--- config.mk ---
export PLATFORM = sky130hd
export DESIGN_NAME = ysyx_22040088_ifu
export DESIGN_NICKNAME = d
export VERILOG_FILES = /design/src/rtl/ysyx_22040088_ifu_pkg.sv /design/src/rtl/ysyx_22040088_pc_reg.sv /design/src/rtl/ysyx_22040088_ifu.sv
export SDC_FILE = /design/constraint.sdc
export NUM_CORES = 1
export LEC_CHECK = 0
export CORE_MARGIN = 2
export CORE_UTILIZATION = 50
export DETAILED_ROUTE_END_ITERATION = 16
export GPL_TIMING_DRIVEN = 0
export PLACE_DENSITY = 0.86
export SLEW_MARGIN = 10
export SYNTH_ARGS = -nofsm -noshare
export SYNTH_HDL_FRONTEND = slang
export SYNTH_HIERARCHICAL = 1
export SYNTH_SLANG_ARGS = --single-unit
--- constraint.sdc ---
create_clock -name clk -period 3.2 [get_ports clk]
set_input_delay 0.64 -clock clk [delete_from_list [all_inputs] [get_ports clk]]
set_output_delay 0.64 -clock clk [all_outputs]
set_load 0.02 [all_outputs]
--- src/rtl/ysyx_22040088_ifu_pkg.sv ---
// Shared definitions for the ysyx_22040088 instruction fetch unit:
// default reset PC, NOP encoding and FSM state encodings.
package ysyx_22040088_ifu_pkg;

   localparam int unsigned XLEN_DEF   = 64;
   localparam int unsigned INST_W     = 32;
   localparam int unsigned PERF_W     = 64;
   localparam logic [63:0] RESET_PC_DEF = 64'h0000_0000_8000_0000;
   localparam logic [31:0] NOP_INST     = 32'h0000_0013;

   typedef enum logic [1:0] {
      IFU_IDLE = 2'd0,
      IFU_REQ  = 2'd1,
      IFU_WAIT = 2'd2,
      IFU_HOLD = 2'd3
   } ifu_state_e;

endpackage

--- src/rtl/ysyx_22040088_pc_reg.sv ---
// Architectural fetch PC: reset value, redirect mux (word-aligned) and +4 step.
// pc_nxt_c exposes the value the PC takes on the coming edge.
module ysyx_22040088_pc_reg
   import ysyx_22040088_ifu_pkg::*;
#(
   parameter int unsigned         XLEN     = XLEN_DEF,
   parameter logic [XLEN-1:0]     RESET_PC = XLEN'(RESET_PC_DEF)
) (
   input  logic            clk,
   input  logic            rst,
   input  logic            redirect_valid,
   input  logic [XLEN-1:0] redirect_pc,
   input  logic            inc,
   output logic [XLEN-1:0] pc,
   output logic [XLEN-1:0] pc_nxt_c
);

   // Redirect has priority; increment wraps modulo 2^XLEN.
   always_comb begin
      pc_nxt_c = pc;
      if (redirect_valid) begin
         pc_nxt_c = redirect_pc & ~XLEN'(3);
      end else if (inc) begin
         pc_nxt_c = pc + XLEN'(4);
      end
   end

   // PC state register.
   always_ff @(posedge clk) begin
      if (rst) begin
         pc <= RESET_PC;
      end else begin
         pc <= pc_nxt_c;
      end
   end

endmodule

--- src/rtl/ysyx_22040088_ifu.sv ---
// Instruction fetch unit: single-outstanding word fetch, holding register
// toward the decoder, and redirect handling with wrong-path drop.
// Optional perf counters enabled by defining YSYX_22040088_IFU_PERF_EN.
module ysyx_22040088_ifu
   import ysyx_22040088_ifu_pkg::*;
#(
   parameter int unsigned     XLEN     = XLEN_DEF,
   parameter logic [XLEN-1:0] RESET_PC = XLEN'(RESET_PC_DEF)
) (
   input  logic              clk,
   input  logic              rst,
   input  logic              redirect_valid,
   input  logic [XLEN-1:0]   redirect_pc,
   output logic              imem_req_valid,
   input  logic              imem_req_ready,
   output logic [XLEN-1:0]   imem_req_addr,
   input  logic              imem_resp_valid,
   input  logic [INST_W-1:0] imem_resp_data,
   output logic              out_valid,
   input  logic              out_ready,
   output logic [INST_W-1:0] out_inst,
   output logic [XLEN-1:0]   out_pc
`ifdef YSYX_22040088_IFU_PERF_EN
   ,
   output logic [PERF_W-1:0] perf_fetch_cnt,
   output logic [PERF_W-1:0] perf_stall_cnt,
   output logic [PERF_W-1:0] perf_flush_cnt
`endif
);

   ifu_state_e          state_q, state_d;
   logic                drop_q, drop_d;
   logic                load_req, latch_out, handshake, hold_valid;
   logic [XLEN-1:0]     pc, pc_nxt_c, req_addr_q, pc_out_q;
   logic [INST_W-1:0]   inst_q;

   ysyx_22040088_pc_reg #(
      .XLEN     (XLEN),
      .RESET_PC (RESET_PC)
   ) u_pc_reg (
      .clk            (clk),
      .rst            (rst),
      .redirect_valid (redirect_valid),
      .redirect_pc    (redirect_pc),
      .inc            (handshake),
      .pc             (pc),
      .pc_nxt_c       (pc_nxt_c)
   );

   assign hold_valid     = (state_q == IFU_HOLD);
   assign out_valid      = hold_valid & ~redirect_valid;
   assign handshake      = out_valid & out_ready;
   assign imem_req_valid = (state_q == IFU_REQ);
   assign imem_req_addr  = req_addr_q;
   assign out_inst       = inst_q;
   assign out_pc         = pc_out_q;

   // Next state, drop flag and register-load strobes.
   always_comb begin
      state_d   = state_q;
      drop_d    = drop_q;
      load_req  = 1'b0;
      latch_out = 1'b0;
      case (state_q)
         IFU_IDLE: begin
            state_d  = IFU_REQ;
            load_req = 1'b1;
         end
         IFU_REQ: begin
            if (redirect_valid) drop_d = 1'b1;
            if (imem_req_ready) state_d = IFU_WAIT;
         end
         IFU_WAIT: begin
            if (imem_resp_valid) begin
               if (drop_q || redirect_valid) begin
                  drop_d   = 1'b0;
                  state_d  = IFU_REQ;
                  load_req = 1'b1;
               end else begin
                  latch_out = 1'b1;
                  state_d   = IFU_HOLD;
               end
            end else if (redirect_valid) begin
               drop_d = 1'b1;
            end
         end
         IFU_HOLD: begin
            if (redirect_valid || handshake) begin
               state_d  = IFU_REQ;
               load_req = 1'b1;
            end
         end
         default: state_d = IFU_IDLE;
      endcase
   end

   // FSM state and wrong-path drop flag.
   always_ff @(posedge clk) begin
      if (rst) begin
         state_q <= IFU_IDLE;
         drop_q  <= 1'b0;
      end else begin
         state_q <= state_d;
         drop_q  <= drop_d;
      end
   end

   // Request address is captured on entry to REQ so it stays stable until accepted.
   always_ff @(posedge clk) begin
      if (rst) begin
         req_addr_q <= RESET_PC;
      end else if (load_req) begin
         req_addr_q <= pc_nxt_c;
      end
   end

   // Holding register presented to the decoder.
   always_ff @(posedge clk) begin
      if (rst) begin
         inst_q   <= NOP_INST;
         pc_out_q <= RESET_PC;
      end else if (latch_out) begin
         inst_q   <= imem_resp_data;
         pc_out_q <= pc;
      end
   end

`ifdef YSYX_22040088_IFU_PERF_EN
   // Handshake, stall and flush counters; all wrap.
   always_ff @(posedge clk) begin
      if (rst) begin
         perf_fetch_cnt <= '0;
         perf_stall_cnt <= '0;
         perf_flush_cnt <= '0;
      end else begin
         if (handshake) perf_fetch_cnt <= perf_fetch_cnt + PERF_W'(1);
         if ((state_q == IFU_REQ) || (state_q == IFU_WAIT))
            perf_stall_cnt <= perf_stall_cnt + PERF_W'(1);
         if (redirect_valid && (state_q != IFU_IDLE))
            perf_flush_cnt <= perf_flush_cnt + PERF_W'(1);
      end
   end
`else
   // Performance counters not built.
`endif

endmodule

## Yosys cells after proc, flatten, opt, wreduce, memory -nomap -nowiden

Cells that the tools add are included.

| word-level totals | value |
|---|---|
| output and inout port bits | 162 |
| bits of input ports | 102 |
| register bits after elaboration | 227 |
| logic and storage cells | 41 |

| cells by class | value |
|---|---|
| eq/ne operators | 7 |
| bitwise gates (word level) | 3 |
| $add $sub $neg | 1 |
| mux-type cells | 18 |
| reductions and logical operators | 6 |

Operator list:

| operator | count |
|---|---|
| 2-to-1 mux 64 bit | 2 |
| adder 64 x 3 -> 64 bit, second input constant | 1 |
| 2-to-1 mux 1 bit | 9 |
| 2-to-1 mux 2 bit | 4 |
| one-hot mux 2 bit (4 select lines) | 1 |
| equality test 2 bit, second input constant | 2 |
| inequality test 2 x 1 -> 1 bit, second input constant | 2 |
| inequality test 3 bit, second input constant | 1 |
| one-hot mux 1 bit (3 select lines) | 1 |
| AND reduction 3 bit | 1 |
| bitwise AND 1 bit | 2 |
| equality test 2 x 1 -> 1 bit, second input constant | 1 |
| zero test 2 bit | 1 |
| logical OR 1 bit | 2 |
| inequality test 2 bit, second input constant | 1 |
| one-hot mux 1 bit (2 select lines) | 1 |
| AND reduction 2 bit | 1 |
| nonzero test 2 bit | 1 |
| inverter 1 bit | 1 |

## Longest topological paths before layout

| logic depth | value |
|---|---|
| word-level depth | 6 |
| gate-level depth with buffers | 12 |
| mapped depth without buffers | 10 |

## Modules after synthesis

The synthesis kept the hierarchy.

Modules (own cells, without submodules):

| module | sequential area each (µm²) | times used | cells each | area an instance (µm²) |
|---|---|---|---|---|
| ysyx_22040088_ifu | 3263.1 | 1 | 724 | 6531.3 |
| ysyx_22040088_pc_reg | 1281.2 | 1 | 590 | 4413.0 |

## Worst setup path before layout

No wires, ideal clock.

| timing | value |
|---|---|
| path kind | input to register |
| start point | input redirect_valid |
| end point | register req_addr_q[53], in the netlist imem_req_addr[53] |
| cell stages on the path | 11 |
| slack | 179 ps |
| buffers on the path | 2 |
| data arrival time | 2949 ps |
| setup time | 72 ps |
| data required time | 3128 ps |
| cells stage by stage | and2b_1 and2_1 buf_2 and4_1 buf_6 nand4_1 or4b_1 mux2_1 a21oi_1 nand2b_1 mux2i_1 |

| on the way | value |
|---|---|
| elaborated cells between the ends (all ways) | 11 |
| classes of those cells | mux (6); bitwise (3); reduce/logical (2) |

RTL lines:

| what | line | text |
|---|---|---|
| from (decl) | ysyx_22040088_ifu.sv:12 | `input logic redirect_valid,` |
| inverter 1 bit | ysyx_22040088_ifu.sv:51 | `assign out_valid = hold_valid & ~redirect_valid;` |
| bitwise AND 1 bit | ysyx_22040088_ifu.sv:51 |  |
| bitwise AND 1 bit | ysyx_22040088_ifu.sv:52 | `assign handshake = out_valid & out_ready;` |
| net handshake | ysyx_22040088_ifu.sv:33 | `logic load_req, latch_out, handshake, hold_valid;` |
| 2-to-1 mux 64 bit | ysyx_22040088_pc_reg.sv:23 | `end else if (inc) begin` |
| 2-to-1 mux 64 bit | ysyx_22040088_pc_reg.sv:21 | `if (redirect_valid) begin` |
| net pc_nxt_c[53] | ysyx_22040088_ifu.sv:34 | `logic [XLEN-1:0] pc, pc_nxt_c, req_addr_q, pc_out_q;` |
| to (signal assigned) | ysyx_22040088_ifu.sv:113 | `req_addr_q <= pc_nxt_c;` |
| to (decl) | ysyx_22040088_ifu.sv:34 |  |

The timed path passes the listed nets, and every way through them passes these cells.
A chain may end at the register's enable or synchronous reset.

## Worst setup path in the final report

| timing | value |
|---|---|
| start point | input redirect_valid |
| end point | register req_addr_q[31], in the netlist imem_req_addr[31] |

| on the way | value |
|---|---|
| elaborated cells between the ends (all ways) | 11 |
| classes of those cells | mux (6); bitwise (3); reduce/logical (2) |

RTL lines:

| what | line |
|---|---|
| inverter 1 bit | ysyx_22040088_ifu.sv:51 |
| bitwise AND 1 bit | ysyx_22040088_ifu.sv:51 |
| bitwise AND 1 bit | ysyx_22040088_ifu.sv:52 |
| 2-to-1 mux 64 bit | ysyx_22040088_pc_reg.sv:23 |
| 2-to-1 mux 64 bit (*) | ysyx_22040088_pc_reg.sv:21 |
| net pc_nxt_c[31] | ysyx_22040088_ifu.sv:34 |

Mark *: on every way through the listed nets, which the timed path passes. The rest lies on a longest branch.

==> flow_summary.toml <==
[run_status]
status = "finished, final reports clean"

[pwr]
p_leak_nw = 5.19
p_per_area_nw_per_um2 = 492
ir_drop_mv = 0.420
power.share.sequential_pct = 43.3
power.share.clock_pct = 39.2
power_mw = 7.29
combPwrFrac_pct = 17.5
internal-power_mw = 5.33
p_switching_mw = 1.96
swShare_pct = 26.9

[setup_path]
r2r_end = "imem_req_addr[52]$_SDFFE_PP0P_"
crit_type = "input port to register"
r2r_slack_ns = 0.16
rr_worst_depth = 11
reg2reg_from = "state_q[0]$_SDFFE_PP0P_"
critPathMaxFanout = 13
crit_path_start_kind = "input port"
slowest_stage = "buf_1"
path_cells = "clkdlybuf4s15_2 > clkbuf_1 > buf_1 > clkbuf_2 > buf_1 > o21ai_0 > nor2_1 > mux2i_1"
critPathArrivalTime_ns = 3.55
critical-path-max-stage-delay_ns = 0.56
worst_path_most_repeated_cell = "buf_1"
worstPathRequired_ns = 3.60
worstSetupEndpointType = "register"

[synthesis]
synth_cells = 1314
seq_area_frac_synth_pct = 41.5
yosysWarnings = 6
synth_flop_cell = "dfxtp_1"
syn_area_um2 = 10900
syn_area_per_cell_um2 = 8.33
ys_ff_latch = 227
synth_edf_count = 0
synth_nets = 1421
async_flop_share_pct = 0
ys_types = 65

[cts]
path_clk_slew_ns = 0.06
cts-root-buf = "clkbuf_16"
cts_buffers = 23
clk_latency_ns = 0.52
cts_sinks = 227
cts_buffer_depth = 3
tritoncts = "yes"
htreeDepth = 1

[drt]
first_pass_iters = 5
routed_wl_um = 35700
vias = 10600
vias_per_cell = 5.59
drc = 0
dr.first_iter.drc_count = 872
wl_per_cell_um = 18.8
ant_nets = 0

[sta]
setup_tns_ns = 0
slew_headroom_pct = 44.0
fin_hold_ws_ns = 0.454
fin_crit_ns = 3.14
fin_crit_sh_pct = 98.2
fin_ws_ns = 0.0567
max_clock_freq_ghz = 0.318
slew_viol_final = 0
fin_skew_ns = 0.0127
finalHoldViolations = 0
worst_pin_slew_ns = 0.841
setup_viol = 0
rsz0062_at_grt = "false"

[placement]
placed_area_um2 = 13900
dp_slack_ns = -1.09
portBuffers = 261
dp.cells = 1855
gp_congestion = 0.954
dp_hpwl_um = 26500

[final_layout]
num_antenna_cells = 0
final_util_pct = 68.6
final_cell_mix = "clkdlybuf4s50_1 (260), nand2_1 (246), dfxtp_1 (225)"
final_common_cell = "clkdlybuf4s50_1"
fin_nets = 1711
drive_gt1_share_pct = 7.71
stdcell_area_um2 = 14800
final_cell_count_no_fill = 1901
syn2layout_area_growth_pct = 35.5

[floorplan]
rows = 54
die_height_um = 152
start_util_pct = 50.6
coreArea_um2 = 21600
die-area_um2 = 23100
chipWidth_um = 152
io_pins = 264

[hold_path]
hp-start = "out_inst[6]$_SDFFE_PP0P_"
min_path_cells = 2
hp-class = "register to register"
hold_path_end = "out_inst[6]$_SDFFE_PP0P_"

[run]
drv_cap = 0

[global_routing]
track_usage_pct = 29.8
grt_max_degree = 15
grt_use_met1_pct = 39.6
grt_pass1_wl_um = 56300
busiest_layer = "met2"
globalRouteOverflowTotal = 0
antenna_found_initial = 0
use_met3_pct = 4.88
grt_pass1_vias = 10600
grt.met2_usage_pct = 49.3
==> how the worst max path moves through the flow <==
stage | start | endpoint | slack [ns] | depth (start not counted)
6_report | redirect_valid | imem_req_addr[31]$_SDFFE_PP1P_ | 0.06 | 8
5_1_grt | state_q[0]$_SDFFE_PP0P_ | imem_req_addr[53]$_SDFFE_PP0P_ | 0.01 | 12
4_1_cts | state_q[0]$_SDFFE_PP0P_ | imem_req_addr[62]$_SDFFE_PP0P_ | 0.001 | 12
3_5_place_dp | redirect_valid | imem_req_addr[53]$_SDFFE_PP0P_ | -1.09 | 12
3_3_place_gp | redirect_valid | imem_req_addr[53]$_SDFFE_PP0P_ | -1.06 | 12
2_1_floorplan | redirect_valid | imem_req_addr[53]$_SDFFE_PP0P_ | 0.18 | 11
==> registers in the layout, indices dropped and copies added (netlist names) <==
register / count
drop_q: 1
imem_req_addr: 64
out_inst: 32
out_pc: 64
state_q: 2
u_pc_reg/pc: 64
==> power by group through the flow <==
stage	Combinational [mW]	Sequential, mW	Clock, mW
4_1_cts	1.27	3.15	2.88
5_1_grt	1.35	3.18	3.01
6_report	1.28	3.16	2.86
3_3_place_gp	1.24	3.21	0
2_1_floorplan	0.624	3.30	0
3_5_place_dp	1.26	3.21	0
==> metal layers <==
| layer | up-vias | part of all wire (%) |
|---|---|---|
| met3 | 82 | 8.3 |
| li1 | 5101 | - |
| met5 | - | 0 |
| met4 | 0 | 3.2 |
| met2 | 500 | 46 |
| met1 | 4937 | 43 |
==> cells by family (layout without fill, tap and decap cells) <==
group | Yosys count | in the layout | synth area share [%]
muxes | 84 | 84 | 7.85
buffers and inverters | 107 | 414 | 5.96
adders and majority gates | 5 | 5 | 0.572
DFF | 227 | 227 | 41.5
xor gates and xnor gates | 32 | 32 | 2.56
and+or+nand+nor | 657 | 657 | 30.7
AOI/OAI and AO/OA | 202 | 202 | 10.9
==> cell usage after synthesis (26+ instances only) <==
master,count,share of area [%]
mux2i_1,69,6.3
nor4_1,27,1.5
dfxtp_1,227,42
nor3_1,26,1.2
clkbuf_1,50,1.7
nand2b_1,129,7.4
a211oi_1,29,2.0
nor2_1,74,2.5
nand3_1,26,1.2
a21oi_1,127,5.8
nand4_1,39,2.2
nand2_1,246,8.4
==> timing repair <==
item                                   4_1_cts  5_1_grt
endpoints found under the hold margin        0        0
hold buffers                                 0        0
resized for setup                            8       16
pin swaps                                    1        2
setup buffers                                4        1
setup endpoints to repair                   56       17
==> final cells by class <==
cell class,instances,area (um2)
fillers,1679,6800
multi-input cells,980,5810
flip-flops and latches,227,4550
repair buffers,266,2650
clock buffers,31,666
plain buffers,92,601
well taps,280,350
clock inverters,11,141
inverters,14,52.6
==> critical path, delay by kind of cell <==
family	cells	cell delay, ns
mux	1	0.09
compound gates	1	0.30
simple gates	1	0.18
buf+inv	5	2.33
No activity file was read; power rests on OpenSTA's default activity.
